### config.mk
export PLATFORM = sky130hd
export DESIGN_NAME = motor_pwm_driver
export DESIGN_NICKNAME = d
export VERILOG_FILES = /design/src/rtl/motor_pkg.sv /design/src/rtl/motor_pwm_timebase.sv /design/src/rtl/motor_pwm_driver.sv
export SDC_FILE = /design/constraint.sdc
export NUM_CORES = 1
export LEC_CHECK = 0
export CORE_MARGIN = 2
export CORE_UTILIZATION = 30
export CTS_BUF_LIST = sky130_fd_sc_hd__clkbuf_16
export DETAILED_ROUTE_END_ITERATION = 8
export PLACE_DENSITY = 0.56
export SLEW_MARGIN = 20
export SYNTH_ARGS = -nofsm -noshare
export SYNTH_HDL_FRONTEND = slang
export SYNTH_SLANG_ARGS = --single-unit
### constraint.sdc
create_clock -name clk -period 5.15 [get_ports clk]
set_input_delay 1.03 -clock clk [delete_from_list [all_inputs] [get_ports clk]]
set_output_delay 1.03 -clock clk [all_outputs]
set_load 0.005 [all_outputs]
### src/rtl/motor_pkg.sv
// motor_pkg: state encoding, PWM period top and command field layout
// shared by the motor PWM driver and its timebase.
package motor_pkg;
  typedef enum logic [1:0] {RUN, RAMPDOWN, DEAD} state_e;
  localparam logic [7:0] PWM_TOP = 8'd254;
  localparam int CMD_DIR_BIT = 8;
  localparam int CMD_DUTY_MSB = 7;
endpackage

### src/rtl/motor_pwm_timebase.sv
// motor_pwm_timebase: prescaler plus 0..PWM_TOP period counter; boundary
// marks the last tick of each PWM period.
module motor_pwm_timebase
  import motor_pkg::*;
#(
  parameter int CLK_DIV = 4
) (
  input  logic       clk,
  input  logic       reset_n,
  output logic       tick,
  output logic [7:0] cnt,
  output logic       boundary
);
  localparam int PW = CLK_DIV > 1 ? $clog2(CLK_DIV) : 1;
  localparam logic [PW-1:0] PRE_TOP = PW'(CLK_DIV - 1);
  logic [PW-1:0] pre_q;
  logic [7:0]    cnt_q;
  assign tick     = pre_q == PRE_TOP;
  assign boundary = tick && cnt_q == PWM_TOP;
  assign cnt      = cnt_q;
  always_ff @(posedge clk or negedge reset_n) begin
    if (!reset_n) begin
      pre_q <= '0;
      cnt_q <= '0;
    end else begin
      pre_q <= tick ? '0 : pre_q + 1'b1;
      cnt_q <= boundary ? '0 : tick ? cnt_q + 1'b1 : cnt_q;
    end
  end
endmodule

### src/rtl/motor_pwm_driver.sv
// motor_pwm_driver: slew-limited PWM H-bridge driver with forced
// ramp-down and dead time on every direction reversal.
module motor_pwm_driver
  import motor_pkg::*;
#(
  parameter int CLK_DIV      = 4,
  parameter int RAMP_STEP    = 8,
  parameter int DEAD_PERIODS = 4
) (
  input  logic       clk,
  input  logic       reset_n,
  input  logic [8:0] cmd,
  input  logic       enable,
  output logic       pwm_out,
  output logic       dir_a,
  output logic       dir_b,
  output logic [7:0] duty_cur,
  output logic       dir_cur,
  output logic       reversing
);
  localparam logic [7:0] STEP   = 8'(RAMP_STEP);
  localparam logic [7:0] DEAD_N = 8'(DEAD_PERIODS);
  logic       tick_unused, boundary;
  logic [7:0] cnt;
  state_e     state_q, state_d;
  logic [7:0] duty_q, duty_d, dead_q, dead_d;
  logic       dir_q, dir_d, pwm_q, pwm_d, dir_a_q, dir_a_d, dir_b_q, dir_b_d;
  logic [7:0] tgt, dn, ramp;
  logic       tdir, upd;

  motor_pwm_timebase #(.CLK_DIV(CLK_DIV)) u_tb (
    .clk      (clk),
    .reset_n  (reset_n),
    .tick     (tick_unused),
    .cnt      (cnt),
    .boundary (boundary)
  );

  assign tgt  = cmd[CMD_DUTY_MSB:0];
  assign tdir = cmd[CMD_DIR_BIT];
  assign dn   = duty_q > STEP ? duty_q - STEP : '0;
  // Step toward the target without ever overshooting it, so no 8-bit wrap.
  assign ramp = tgt > duty_q ? (tgt - duty_q > STEP ? duty_q + STEP : tgt)
                             : (duty_q - tgt > STEP ? duty_q - STEP : tgt);
  assign upd  = !enable || boundary;

  always_comb begin
    state_d = state_q;
    duty_d  = duty_q;
    dir_d   = dir_q;
    dead_d  = dead_q;
    if (!enable) begin
      state_d = RUN;
      duty_d  = '0;
      dead_d  = '0;
    end else if (boundary) begin
      case (state_q)
        RUN: begin
          duty_d = tdir != dir_q ? dn : ramp;
          if (tdir != dir_q) begin
            state_d = dn == '0 ? DEAD : RAMPDOWN;
            dead_d  = dn == '0 ? DEAD_N : dead_q;
          end
        end
        RAMPDOWN: begin
          duty_d  = tdir == dir_q ? duty_q : dn;
          state_d = tdir == dir_q ? RUN : dn == '0 ? DEAD : RAMPDOWN;
          dead_d  = tdir != dir_q && dn == '0 ? DEAD_N : dead_q;
        end
        DEAD: begin
          dead_d  = dead_q - 8'd1;
          state_d = dead_q <= 8'd1 ? RUN : DEAD;
          dir_d   = dead_q <= 8'd1 ? tdir : dir_q;
        end
        default: state_d = RUN;
      endcase
    end
  end

  assign pwm_d   = enable && state_q == RUN && cnt < duty_q;
  assign dir_a_d = upd ? state_d != DEAD && !dir_d : dir_a_q;
  assign dir_b_d = upd ? state_d != DEAD && dir_d : dir_b_q;

  always_ff @(posedge clk or negedge reset_n) begin
    if (!reset_n) begin
      state_q <= RUN;
      duty_q  <= '0;
      dir_q   <= 1'b0;
      dead_q  <= '0;
      pwm_q   <= 1'b0;
      dir_a_q <= 1'b0;
      dir_b_q <= 1'b0;
    end else begin
      state_q <= state_d;
      duty_q  <= duty_d;
      dir_q   <= dir_d;
      dead_q  <= dead_d;
      pwm_q   <= pwm_d;
      dir_a_q <= dir_a_d;
      dir_b_q <= dir_b_d;
    end
  end

  assign pwm_out   = pwm_q;
  assign dir_a     = dir_a_q;
  assign dir_b     = dir_b_q;
  assign duty_cur  = duty_q;
  assign dir_cur   = dir_q;
  assign reversing = state_q != RUN;
endmodule

==> flow_summary.json, run 1 <==
{
  "final_common_cell": "ha_1",
  "met2_length_um": 3260,
  "met3_length_um": 326,
  "grt_pass1_vias": 2464,
  "fin_tns_setup_ns": 0,
  "htreeDepth": 2,
  "antenna_found_initial": 0,
  "min-delay-path-class": "flip-flop to flip-flop",
  "clk-insertion-delay-late_ns": 0.28,
  "worstPathRequired_ns": 5.31,
  "diodes": 0,
  "synth_cells": 342,
  "syn-num-nets": 388,
  "via_per_inst": 5.14,
  "cts_made_buffers": 5,
  "port-buffer-count": 24,
  "rows": 36,
  "core_area_um2": 9590,
  "die_y_um": 103,
  "gp_congestion": 0.860,
  "first_iter_violations": 77,
  "maxClockFrequency_mhz": 258,
  "postCtsResizedCells": 0,
  "post-route-min-period_ns": 3.88,
  "hold_depth": 1,
  "p_per_area_nw_per_um2": 194,
  "skew_ns": 0.00686,
  "crit_fanout": 11,
  "vdd_drop_max_uv": 120,
  "synthFlopType": "dfrtp_1",
  "async_flop_share": 1.00,
  "dieArea_um2": 10500,
  "synth_largest_area_cell": "dfrtp_1",
  "syn_area_um2": 2920,
  "start_util": 0.304,
  "wl_per_cell_um": 14.3,
  "drv_cap": 0,
  "final_cell_mix": "33 x ha_1, 32 x dfrtp_1, 31 x nor2_1",
  "top_layer": "met4",
  "met1_length_um": 3410,
  "num_io_pins": 25,
  "synth_warnings": 0,
  "path_clk_slew_ns": 0.05,
  "area.growth.synth_to_final_pct": 17.8,
  "outcome": "finished clean",
  "synth_area_leaders": "dfrtp_1 27%, ha_1 14%, nor2_1 4.0%",
  "synth_cell_types": 67,
  "synth-edff-count": 0,
  "start_kind": "input port",
  "slew-limit-headroom": 0.588,
  "finalSetupViolCount": 0,
  "rsz0062_at_grt": "no",
  "dp_hpwl_um": 5340,
  "ant_nets": 0,
  "tightestPinTransition_ns": 0.617,
  "postCtsSetupBuffers": 0,
  "ff2ff_path_depth": 10,
  "grt_max_degree": 33,
  "criticalPathCategory": "input port to flip-flop",
  "final_nets": 409,
  "firstDrtPassIters": 4,
  "cts_tree": "yes",
  "vias": 2557,
  "drc_errors": 0,
  "root_buffer": "clkbuf_16",
  "yosysSeqAreaShare": 0.274,
  "drv_slew": 0,
  "ys_ff_latch": 32,
  "grt_remaining_overflow": 0,
  "grt_use_total": 0.140,
  "synth_top_area_frac": 0.274,
  "routed_wl_um": 7080,
  "layout_worst_path_cycle_share": 0.753,
  "hold_viol_final": 0,
  "cp-end-kind": "flip-flop",
  "cts_max_path_buffers": 2,
  "die_w_um": 103,
  "cts_hold_buf": 0,
  "drive_above_1_share": 0.0604,
  "worstPathArrival_ns": 4.03,
  "grt_pass1_wl_um": 11700,
  "final_util": 0.359,
  "cts_sinks": 32,
  "avgSynthCellArea_um2": 8.54,
  "p_leak_nw": 1.50
}
==> power breakdown <==
part | internal [mW] | switching (mW)
logic | 0.0337 | 0.0509
clock network | 0.225 | 0.107
registers | 0.252 | 0.000278
==> layout make-up <==
| cell class | count | area, µm² |
|---|---|---|
| inverters | 25 | 93.8 |
| clock inverters | 3 | 37.5 |
| clock buffers | 5 | 125 |
| flip-flops and latches | 32 | 801 |
| multi-input cells | 274 | 1970 |
| repair buffers | 25 | 248 |
| well taps | 133 | 166 |
| fillers | 996 | 6150 |
==> critical path, stage by stage <==
cell and delay, ns:
clkdlybuf4s50_1 0.51, inv_1 0.06, ha_1 0.21, fa_1 0.40, nand2b_1 0.18, a21oi_1 0.27, a21oi_1 0.14, a211o_1 0.40
and2_4 0.21, o2bb2ai_4 0.12, and2_4 0.17, a221o_1 0.33
==> metal layers <==
| layer | global-route usage | up-vias |
|---|---|---|
| li1 | - | 1285 |
| met1 | 0.184 | 1209 |
| met2 | 0.235 | 58 |
| met3 | 0.0217 | 5 |
| met4 | 0.0472 | 0 |
| met5 | 0 | - |
==> registers in the layout, indices dropped and copies added (netlist names) <==
name	count
dead_q	8
duty_cur	8
u_tb.cnt	8
state_q	2
u_tb.pre_q	2
dir_a	1
dir_b	1
dir_cur	1
pwm_out	1
==> cells by family after synthesis <==
group	count (synthesis)	share of synthesized area
flops	32	0.274
buf+inv	36	0.0518
fa+ha+maj	35	0.152
simple gates	121	0.216
compound gates	97	0.238
xor+xnor	17	0.0536
mux	4	0.0141
==> final timing paths <==
| path | slack [ns] | endpoint | start |
|---|---|---|---|
| worst max-delay path | 1.27 | duty_cur[3] | cmd[0] |
| worst min-delay path | 0.42 | u_tb.pre_q[0] | u_tb.pre_q[0] |
| worst max register to register | 2.12 | duty_cur[3] | duty_cur[0] |
| worst min register to register | 0.42 | u_tb.pre_q[0] | u_tb.pre_q[0] |
| max in group asynchronous | 3.66 | dead_q[4] | reset_n |
| min in group asynchronous | 1.15 | duty_cur[6] | reset_n |
==> metrics by stage <==
step	setup slack (ns)	cells	total power [mW]	hold WS [ns]	instance area, µm²
floorplan	1.94	342	0.312	0.403	2920
CTS	1.30	497	0.677	0.427	3440
global placement	1.06	489	0.341	0.413	3280
global route	1.11	497	0.698	0.438	3440
finish	1.27	497	0.668	0.425	3440
detailed placement	1.02	489	0.341	0.420	3280
==> synthesized netlist by cell type (4+ instances only) <==
cell	number
a21oi_1	21
a22o_1	5
buf_2	4
clkbuf_1	4
dfrtp_1	32
ha_1	33
inv_1	25
nand2_1	29
nand2b_1	13
nand3_1	13
nand4_1	4
nor2_1	31
nor2b_1	6
nor3_1	5
o21ai_0	17
o21ai_1	6
o31ai_1	6
or3_1	4
xnor2_1	8
xor2_1	8
No activity file was read; power rests on OpenSTA's default activity.
==> run 2, diff against run 1 <==
PLACE_DENSITY = 0.58   (was 0.56)
clock period = 3.1 ns   (was 5.15 ns; I/O delays follow)
==> run 2 against run 1 <==
  * Clock power rose by 73%
  * Register-to-register slack lost 1.8 ns
  * Routed wire length grew 7.6%
  * First-iteration DRC count increased by 52%
  * Setup slack lost 1.2 ns
  * Hold slack improved by 0.0050 ns
  * Clock skew decreased by 0.00077 ns
  * Via count rose by 6.1%
  * Final area is 13% higher
  * Total power up 77%
  * Critical path type unchanged
  * Critical endpoint unchanged
  * Largest power group unchanged
  * Highest routed layer unchanged
==> flow_summary.json, run 2 (same netlist as run 1, synthesis figures left out) <==
{
  "tightestPinTransition_ns": 0.502,
  "ant_nets": 0,
  "root_buffer": "clkbuf_16",
  "firstDrtPassIters": 4,
  "cts_sinks": 32,
  "vias": 2714,
  "cp-startpoint": "cmd[5]",
  "final_common_cell": "buf_4",
  "cp-end-kind": "flip-flop",
  "skew_ns": 0.00609,
  "htreeDepth": 2,
  "slew-limit-headroom": 0.662,
  "diodes": 0,
  "start_kind": "input port",
  "antenna_found_initial": 0,
  "outcome": "finished clean",
  "first_iter_violations": 117,
  "cts_max_path_buffers": 2,
  "area.growth.synth_to_final_pct": 33.1,
  "criticalPathCategory": "input port to flip-flop",
  "grt_pass1_vias": 2599,
  "drive_above_1_share": 0.210,
  "clk-insertion-delay-late_ns": 0.28,
  "rsz0062_at_grt": "no",
  "fin_hold_ws_ns": 0.430,
  "p_leak_nw": 1.76,
  "final_nets": 454,
  "vdd_drop_max_uv": 176,
  "crit_fanout": 7,
  "worstPathRequired_ns": 3.26,
  "layout_worst_path_cycle_share": 0.961,
  "final_cell_area_um2": 3890,
  "final_cell_mix": "45 x buf_4, 32 x dfrtp_1, 30 x nor2_1, 30 x ha_1, 27 x nand2_1",
  "finalSetupViolCount": 0,
  "worstHoldStart": "u_tb.pre_q[0]",
  "cts_made_buffers": 5,
  "final_util": 0.405,
  "cts_hold_buf": 0,
  "gp_congestion": 0.877,
  "grt_pass1_wl_um": 12400,
  "maxClockFrequency_mhz": 336,
  "rows": 36,
  "worstPathArrival_ns": 3.14,
  "p_per_area_nw_per_um2": 305,
  "dp_hpwl_um": 5810,
  "path_clk_slew_ns": 0.06,
  "r2r_start": "duty_cur[5]",
  "routed_wl_um": 7620,
  "core_area_um2": 9590,
  "dieArea_um2": 10500,
  "via_per_inst": 5.01,
  "post-route-min-period_ns": 2.98,
  "drv_slew": 0,
  "hold_viol_final": 0,
  "die_y_um": 103,
  "min-delay-path-class": "flip-flop to flip-flop",
  "drv_cap": 0,
  "die_w_um": 103,
  "placed_area_um2": 3600,
  "dp_cells": 532,
  "start_util": 0.304,
  "final_cells": 542,
  "grt_max_degree": 33,
  "grt_remaining_overflow": 0,
  "cts_tree": "yes",
  "nFillCells": 963,
  "fin_tns_setup_ns": 0,
  "grt_use_total": 0.148,
  "num_io_pins": 25,
  "wl_per_cell_um": 14.1,
  "port-buffer-count": 24,
  "drc_errors": 0
}
[run 2: final cells by class]
| class | count | area (µm²) | share of cell area |
|---|---|---|---|
| Timing Repair Buffer | 70 | 594 | 0.153 |
| Multi-Input combinational cell | 274 | 2060 | 0.530 |
| Sequential cell | 32 | 801 | 0.206 |
| Inverter | 25 | 93.8 | 0.0241 |
| Tap cell | 133 | 166 | 0.0428 |
| Clock buffer | 5 | 125 | 0.0322 |
| Clock inverter | 3 | 46.3 | 0.0119 |
[run 2: worst max-delay path, cell delays in order]
cell and delay [ns]:
clkdlybuf4s50_1 0.49, inv_1 0.05, ha_1 0.32, and2_4 0.18
a22o_1 0.18, a311o_1 0.35, xnor2_2 0.19, nand4_4 0.19
o2bb2ai_4 0.21, a2111oi_2 0.09, a221o_1 0.27
[run 2: worst paths after layout]
check	end	slack, ns	cells after the start
setup / recovery	duty_cur[3]	0.12	11
hold / removal	u_tb.pre_q[0]	0.43	1
setup reg to reg	duty_cur[3]	0.36	9
hold reg to reg	u_tb.pre_q[0]	0.43	1
max in group asynchronous	dead_q[4]	2.03	2
min in group asynchronous	duty_cur[4]	0.74	2
[run 2: what timing repair did]
action	4_1_cts	5_1_grt
pin swaps	0	12
endpoints found under the setup margin	2	8
setup buffers	0	2
gates resized for setup	1	21
[run 2: per-layer routing]
layer,GRT usage,vias up,routed length (µm)
met5,0,-,0
met4,0.0472,0,110
met3,0.0197,8,212
met2,0.247,49,3610
met1,0.197,1280,3680
li1,-,1377,-
[run 2: stage by stage]
step | worst slack, ns | power [mW]
final | 0.120 | 1.18
after CTS | 0.00937 | 1.20
after global routing | 0.00368 | 1.24
after global placement | -0.312 | 0.604
after floorplan | 0.303 | 0.519
after detailed placement | -0.380 | 0.606
[run 2: report_power, final]
| group | switching (mW) | internal [mW] | total [mW] |
|---|---|---|---|
| clock | 0.193 | 0.381 | 0.574 |
| sequential | 0.000485 | 0.419 | 0.419 |
| combinational | 0.0991 | 0.0923 | 0.191 |
==> run 3, diff against run 2 <==
SETUP_SLACK_MARGIN = 0.02   (was not set)
SKIP_LAST_GASP = 1   (was not set)
==> run 3 against run 2 <==
  * Sequential cell count stayed put
  * Setup slack lost 0.0013 ns
  * Count of clock-buffer cells in the layout did not move
  * Critical endpoint unchanged
  * Highest routed layer unchanged
==> flow_summary.json, run 3 (same netlist as run 1, synthesis figures left out) <==
{
  "dp_hpwl_um": 5810,
  "rsz0062_at_grt": "yes",
  "diodes": 0,
  "path_cells": "clkdlybuf4s50_1 > inv_1 > ha_1 > buf_4 > nor2_1 > a21oi_4 > or3_1 > nand3_1 > nand4_4 > o2bb2ai_4 > a2111oi_2 > a221o_1",
  "layout_worst_path_cycle_share": 0.962,
  "root_buffer": "clkbuf_16",
  "final_cells": 541,
  "p_leak_nw": 1.74,
  "worstPathArrival_ns": 3.15,
  "crit_slowest_cell": "clkdlybuf4s50_1",
  "via_per_inst": 5.03,
  "grt_remaining_overflow": 0,
  "p_comb_frac": 0.161,
  "antenna_found_initial": 0,
  "slew-limit-headroom": 0.662,
  "wl_per_cell_um": 14.0,
  "dp_cells": 532,
  "worst_slack_ns": 0.119,
  "skew_ns": 0.00569,
  "cp-end-kind": "flip-flop",
  "grt_pass1_vias": 2601,
  "worstHoldStart": "u_tb.pre_q[0]",
  "maxClockFrequency_mhz": 335,
  "final_cell_mix": "45 x buf_4, 32 x dfrtp_1, 30 x nor2_1",
  "post-route-min-period_ns": 2.98,
  "cts_made_buffers": 5,
  "cts_hold_buf": 0,
  "p_seq_frac": 0.353,
  "grt_max_degree": 33,
  "die_y_um": 103,
  "start_util": 0.304,
  "dieArea_um2": 10500,
  "drc_errors": 0,
  "min-delay-path-class": "flip-flop to flip-flop",
  "outcome": "finished clean",
  "cts_max_path_buffers": 2,
  "area.growth.synth_to_final_pct": 33.2,
  "p_switching_mw": 0.294,
  "clk-insertion-delay-late_ns": 0.28,
  "vias": 2720,
  "cts_tree": "yes",
  "grt_pass1_wl_um": 12400,
  "cts_sinks": 32,
  "r2r_start": "duty_cur[5]",
  "final_nets": 453,
  "drv_cap": 0,
  "final_common_cell": "buf_4",
  "firstDrtPassIters": 4,
  "criticalPathCategory": "input port to flip-flop",
  "pre_cts_ws_ns": -0.380,
  "hold_viol_final": 0,
  "htreeDepth": 2,
  "p_per_area_nw_per_um2": 305,
  "finalSetupViolCount": 0,
  "first_iter_violations": 108,
  "cp_slowest_stage_delay_ns": 0.49,
  "path_clk_slew_ns": 0.06,
  "num_io_pins": 25,
  "nFillCells": 964,
  "core_area_um2": 9590,
  "ant_nets": 0,
  "internal_power_mw": 0.892,
  "crit_fanout": 9,
  "port-buffer-count": 24,
  "rows": 36,
  "tightestPinTransition_ns": 0.502,
  "worstPathRequired_ns": 3.26,
  "drv_slew": 0,
  "p_sw_frac": 0.248,
  "grt_use_total": 0.148,
  "routed_wl_um": 7600,
  "vdd_drop_max_uv": 177,
  "power.total_mw": 1.19,
  "clkPwrFrac": 0.485,
  "cp-startpoint": "cmd[3]",
  "start_kind": "input port",
  "die_w_um": 103,
  "gp_congestion": 0.877,
  "drive_above_1_share": 0.213
}
==> run 3: final cells by class <==
class / count / area [µm²] / share of cell area
clock buffers: 5 / 125 / 0.0322
flip-flops and latches: 32 / 801 / 0.206
repair buffers: 69 / 581 / 0.149
inverters: 25 / 93.8 / 0.0241
multi-input cells: 274 / 2080 / 0.534
clock inverters: 3 / 46.3 / 0.0119
well taps: 133 / 166 / 0.0428
==> run 3: worst max-delay path, delay by kind of cell <==
family	cells	cell delay [ns]
AOI/OAI and AO/OA	4	0.63
adders and majority gates	1	0.32
buffers and inverters	3	0.72
and+or+nand+nor	4	0.85
==> run 3: through the flow <==
stage          instance area, µm²  hold slack (ns)  setup TNS (ns)   util
2_1_floorplan                2920            0.324               0      -
6_report                     3890            0.428               0  0.405
5_1_grt                      3890            0.444               0  0.405
4_1_cts                      3780            0.433               0  0.394
3_3_place_gp                 3600            0.414           -1.85  0.375
3_5_place_dp                 3600            0.424           -2.38  0.375
==> run 3: metal layers <==
metal	part of all wire	track usage
met1	0.48	0.198
met2	0.48	0.247
met3	0.031	0.0197
met4	0.015	0.0472
met5	0	0
==> run 3: worst paths after layout <==
check / cells past startpoint / slack (ns) / to
worst max register to register: 10 / 0.39 / duty_cur[3]
worst min register to register: 1 / 0.43 / u_tb.pre_q[0]
max in group asynchronous: 2 / 2.04 / dead_q[4]
min in group asynchronous: 2 / 0.74 / duty_cur[6]
worst max-delay path: 12 / 0.12 / duty_cur[3]
worst min-delay path: 1 / 0.43 / u_tb.pre_q[0]
==> run 3: power groups by stage <==
stage               Sequential [mW]  Clock, mW  Combinational (mW)
global placement              0.427          0               0.177
floorplan                     0.427          0              0.0918
global route                  0.419      0.610               0.210
finish                        0.419      0.576               0.191
detailed placement            0.427          0               0.179
CTS                           0.419      0.595               0.182
==> run 3: repair_timing <==
item                                    in CTS  in global routing
gates resized for setup                      2                 20
endpoints found under the setup margin       2                  8
buffers inserted                             0                  1
pin swaps                                    1                  9
